$ cat src/rtl/direction_pkg.sv
// Shared constants for the direction-button conditioner: bit positions,
// vector width and the move FSM state encoding.
package direction_pkg;

  localparam int DIR_WIDTH = 4;

  localparam int DIR_N = 3;
  localparam int DIR_S = 2;
  localparam int DIR_E = 1;
  localparam int DIR_W = 0;

  typedef logic [DIR_WIDTH-1:0] dir_vec_t;

  typedef enum logic [1:0] {
    IDLE     = 2'd0,
    FIRE     = 2'd1,
    WAIT_REL = 2'd2
  } state_e;

endpackage

$ cat src/rtl/debounce_bit.sv
// One button: two-flop synchroniser followed by a saturating debounce counter
// that flips the stable level only after DEBOUNCE_CYCLES disagreeing samples.
module debounce_bit #(
  parameter int DEBOUNCE_CYCLES = 4,
  parameter int CNT_W           = 8
) (
  input  logic clk_i,
  input  logic rst_ni,
  input  logic btn_i,
  output logic stable_o
);

  localparam logic [CNT_W-1:0] CNT_MAX = CNT_W'(DEBOUNCE_CYCLES - 1);

  logic             sync1_q, sync2_q;
  logic [CNT_W-1:0] cnt_q, cnt_d;
  logic             stable_q, stable_d;

  // A sample that agrees with the stable level throws away any partial count,
  // so a bounce shorter than the window never reaches the flip.
  always_comb begin
    cnt_d    = cnt_q;
    stable_d = stable_q;
    if (sync2_q == stable_q) begin
      cnt_d = '0;
    end else if (cnt_q == CNT_MAX) begin
      stable_d = sync2_q;
      cnt_d    = '0;
    end else begin
      cnt_d = cnt_q + CNT_W'(1);
    end
  end

  always_ff @(posedge clk_i) begin
    if (!rst_ni) begin
      sync1_q  <= 1'b0;
      sync2_q  <= 1'b0;
      cnt_q    <= '0;
      stable_q <= 1'b0;
    end else begin
      sync1_q  <= btn_i;
      sync2_q  <= sync1_q;
      cnt_q    <= cnt_d;
      stable_q <= stable_d;
    end
  end

  assign stable_o = stable_q;

endmodule

$ cat src/rtl/direction_input.sv
// Debounces four direction buttons and turns each clean single press into a
// one-cycle one-hot move pulse; chords are flagged via multi_err instead.
module direction_input
  import direction_pkg::*;
#(
  parameter int DEBOUNCE_CYCLES = 4,
  parameter int CNT_W           = 8
) (
  input  logic clk,
  input  logic reset,
  input  logic btn_n,
  input  logic btn_s,
  input  logic btn_e,
  input  logic btn_w,
  output logic n,
  output logic s,
  output logic e,
  output logic w,
  output logic multi_err,
  output logic busy
);

  dir_vec_t btn_raw;
  dir_vec_t stable;

  assign btn_raw[DIR_N] = btn_n;
  assign btn_raw[DIR_S] = btn_s;
  assign btn_raw[DIR_E] = btn_e;
  assign btn_raw[DIR_W] = btn_w;

  for (genvar i = 0; i < DIR_WIDTH; i++) begin : g_db
    debounce_bit #(
      .DEBOUNCE_CYCLES (DEBOUNCE_CYCLES),
      .CNT_W           (CNT_W)
    ) u_db (
      .clk_i    (clk),
      .rst_ni   (reset),
      .btn_i    (btn_raw[i]),
      .stable_o (stable[i])
    );
  end

  state_e   state_q;
  dir_vec_t dir_q;
  logic     err_q;

  // Outputs default low every cycle so a pulse can only live for the single
  // IDLE->FIRE / IDLE->WAIT_REL transition that set it.
  always_ff @(posedge clk) begin
    if (!reset) begin
      state_q <= IDLE;
      dir_q   <= '0;
      err_q   <= 1'b0;
    end else begin
      dir_q <= '0;
      err_q <= 1'b0;
      case (state_q)
        IDLE: begin
          if (stable != '0) begin
            if ($onehot(stable)) begin
              state_q <= FIRE;
              dir_q   <= stable;
            end else begin
              state_q <= WAIT_REL;
              err_q   <= 1'b1;
            end
          end
        end
        FIRE:     state_q <= WAIT_REL;
        WAIT_REL: if (stable == '0) state_q <= IDLE;
        default:  state_q <= IDLE;
      endcase
    end
  end

  assign n         = dir_q[DIR_N];
  assign s         = dir_q[DIR_S];
  assign e         = dir_q[DIR_E];
  assign w         = dir_q[DIR_W];
  assign multi_err = err_q;
  assign busy      = (state_q != IDLE);

endmodule

$ cat config.mk
export PLATFORM = sky130hd
export DESIGN_NAME = direction_input
export DESIGN_NICKNAME = d
export VERILOG_FILES = /design/src/rtl/direction_pkg.sv /design/src/rtl/debounce_bit.sv /design/src/rtl/direction_input.sv
export SDC_FILE = /design/constraint.sdc
export NUM_CORES = 1
export LEC_CHECK = 0
export ABC_AREA = 1
export BUFFER_PORTS_ARGS = -buffer_cell sky130_fd_sc_hd__clkbuf_2
export CAP_MARGIN = 15
export CORE_UTILIZATION = 40
export CTS_CLUSTER_SIZE = 24
export DETAILED_ROUTE_END_ITERATION = 10
export HOLD_SLACK_MARGIN = 0.15
export REMOVE_ABC_BUFFERS = 1
export SLEW_MARGIN = 40
export SYNTH_ARGS = -nofsm -noshare
export SYNTH_HDL_FRONTEND = slang
export SYNTH_SLANG_ARGS = --single-unit
export TNS_END_PERCENT = 30
$ cat constraint.sdc
create_clock -name clk -period 2 [get_ports clk]
set_clock_uncertainty 0.1 [all_clocks]
set_input_delay 0.2 -clock clk [delete_from_list [all_inputs] [get_ports clk]]
set_output_delay 0.2 -clock clk [all_outputs]
set_load 0.02 [all_outputs]
==> metrics.csv <==
stage;metric;value;unit
job;total of max-cap violations;0;
power_and_ir_drop;Peak VDD IR;0.000341;V
timing;unrepaired setup endpoints after global routing;yes;
placed_design;PortBufs;11;
clock_tree;clock sink total;51;
placed_design;DP Cell Count;439;
clock_tree;CTS Root Cell;clkbuf_8;
setup_path;CP startpoint kind;flip-flop;
setup_path;Setup CP Type;reg2reg;
floorplanning;core area;5960;sq um
timing;Slew HR;0.744;
timing;fin crit period;2.00;ns
placed_design;Placed Area;2690;sq um
global_route;Tot GR Track Use;0.145;
floorplanning;Die ar.;6560;sq um
yosys;number of flops mapped to enable cells by yosys;0;
yosys;Primary FF master, synth;dfxtp_1;
drt;Pre-antenna DRT Iters;4;
final_layout;register area;1020;sq um
global_route;gr ovfl total;0;
yosys;Synth Register Bits;51;
timing;final cycle utilization of the critical path;1.00;
clock_tree;TritonCTS Buffers;5;
final_layout;area grow syn2layout;15.0;%
setup_path;CP Max Fanout;5;
drt;Antenna Nets Post-Route;0;
placed_design;Placer Congestion;0.821;
power_and_ir_drop;Lkg Pwr;0.00120;uW
worst_hold_path;Hold Crit Class;in2reg;
final_layout;fin cells;452;
status;status;finished with violations;
drt;via count;2006;
setup_path;worst-path cell chain;inv_2 -> fa_1 -> inv_2 -> ha_4 -> ha_4 -> nor2_4 -> nand2_2 -> nor2_2 -> nand3_2 -> nor2_1;
power_and_ir_drop;Cell Pwr Density;580;nW/um^2
final_layout;post-route cell area;2870;sq um
drt;drt wl/cell;9.16;microns
setup_path;Setup crit end kind;flip-flop;
floorplanning;Die H;81.0;microns
yosys;synthesized cell area;2500;sq um
clock_tree;clock buffer depth;2;
final_layout;Final Net Count;391;
yosys;Netlist cell types;24;
global_route;vias in the first global route;1791;
drt;drt initial violations;44;
floorplanning;die width;81.0;microns
setup_path;CP Data Arrival Time;2.13;ns
timing;Pins Over Slew Limit;0;
power_and_ir_drop;Final Total Pwr;1670;uW
floorplanning;standard-cell row count;28;
placed_design;DP Wirelength;3080;microns
timing;Worst Slack Setup Final;-0.00262;ns
floorplanning;initial core utilization;0.419;
drt;final WL;4140;microns
yosys;cell count after synthesis;348;
global_route;largest net degree at the start of global routing;20;
final_layout;Ant. Diodes;0;
global_route;initial antenna violation count;0;
floorplanning;io pins;12;
timing;final setup fails;1;
yosys;sequential fraction of the synthesis area;0.409;
setup_path;Worst path max stage delay;0.54;ns
yosys;Avg Inst Size Synth;7.17;sq um
drt;Residual DRC;0;
final_layout;Util after Layout;0.482;
setup_path;Worst Path Required;2.13;ns
clock_tree;Clk pin slew, worst setup/hold paths;0.09;ns
yosys;post-synthesis async set-or-reset flop share;0;
timing;FMAX;499;MHz
clock_tree;htree depth;2;
timing;Worst-Margin Slew;0.384;ns
global_route;wire length of the first global-routing pass;7460;microns
final_layout;multi-input logic area;1280;sq um
final_layout;layout cells sized above 1;0.279;
drt;Via density;4.44;
setup_path;R2R setup slack;-0.003;ns
clock_tree;CTS tree;done;
yosys;Synth Warn #;0;
clock_tree;Skew-Pair Late Insertion Delay;0.29;ns
status;failing checks;setup timing;
setup_path;crit path max-delay cell type;fa_1;
final_layout;fill count;608;
timing;Hold Vio Cnt, Final;0;
[cell type report]
cell class	instances	area share
Clock buffer	6	0.0288
Inverter	59	0.0771
Multi-Input combinational cell	236	0.446
Tap cell	75	0.0327
Timing Repair Buffer	24	0.0566
Clock inverter	1	0.00174
Sequential cell	51	0.357
[kinds of logic after synthesis]
kind of cell / share of synthesized area
simple gates: 0.363
buf+inv: 0.0937
flops: 0.409
compound gates: 0.0802
fa+ha+maj: 0.0431
xor+xnor: 0.00702
mux: 0.00401
[synthesized netlist by cell type (all sizes together), types with 2 or more instances]
cell type  number  share of area
dfxtp          51           0.41
nand2          98           0.17
inv            58          0.087
buf             2         0.0050
a21oi          17          0.058
o21ai          11          0.022
nand3          27          0.060
xor2            2         0.0070
ha              7          0.035
nor2           66           0.12
or2             5          0.013
[power breakdown]
group	internal, uW	switching, uW	total (uW)
Combinational	18.6	26.4	45.0
Clock	272	319	591
Sequential	1020	5.12	1030
[registers in the layout (all words and copies together), names as in the netlist]
| name | cells |
|---|---|
| g_db.u_db.cnt_q | 32 |
| multi_err | 1 |
| state_q | 2 |
| g_db.u_db.sync1_q | 4 |
| dir_q | 4 |
| g_db.u_db.stable_o | 4 |
| g_db.u_db.sync2_q | 4 |
[placed cells by master (no fill, tap or decap)]
master / n
nor2_2: 23
nor2_1: 42
nand3_2: 3
nand2_1: 85
or2_0: 1
nand2_4: 4
inv_1: 41
nand2_2: 9
dfxtp_2: 3
clkbuf_8: 6
ha_4: 2
dlygate4sd3_1: 4
mux2i_1: 1
a21oi_1: 1
a21oi_2: 16
clkinv_1: 1
nand3_1: 24
dfxtp_1: 48
xor2_1: 2
or2_1: 4
nand4_1: 1
ha_1: 5
clkinv_2: 1
o21ai_1: 7
fa_1: 1
clkbuf_2: 11
nor2_4: 1
buf_4: 9
o21ai_0: 4
inv_2: 17
[stage by stage]
step | worst slack, ns | setup TNS, ns | hold slack, ns
after floorplan | -0.0200 | -0.0800 | 0.193
after global placement | -0.0720 | -0.316 | 0.285
after detailed placement | -0.109 | -0.455 | 0.286
after CTS | -0.0470 | -0.107 | 0.256
after global routing | -0.118 | -0.508 | 0.314
final | -0.00262 | -0.00262 | 0.251
[path summary, 6_finish.rpt]
path                         start                   end  depth (start not counted)
max          g_db[0].u_db.stable_o              dir_q[2]                         10
min                          reset  g_db[1].u_db.sync1_q                          3
max reg2reg  g_db[0].u_db.stable_o              dir_q[2]                         10
min reg2reg   g_db[0].u_db.sync1_q  g_db[0].u_db.sync2_q                          2
[timing repair]
item                                    4_1_cts  5_1_grt
setup buffers                                 2        0
pin swaps                                     6        6
endpoints found under the hold margin         4        0
hold buffers                                  4        0
endpoints found under the setup margin        6        6
gates resized for setup                       6        6
[layer usage]
metal,vias up,GRT usage,wire length [microns]
met5,-,0,0
met2,18,0.234,1880
met4,0,0.0464,40
met3,4,0.0382,96
met1,868,0.187,2120
li1,1116,-,-
[critical path: cells and delay by family, from the launching register on]
family                   cells  cell delay, ns
buffers and inverters        2            0.08
flip-flops                   1            0.34
AND/OR/NAND/NOR              5            0.51
adder cells (fa/ha/maj)      3            0.90
(Power assumes the default switching activity.)
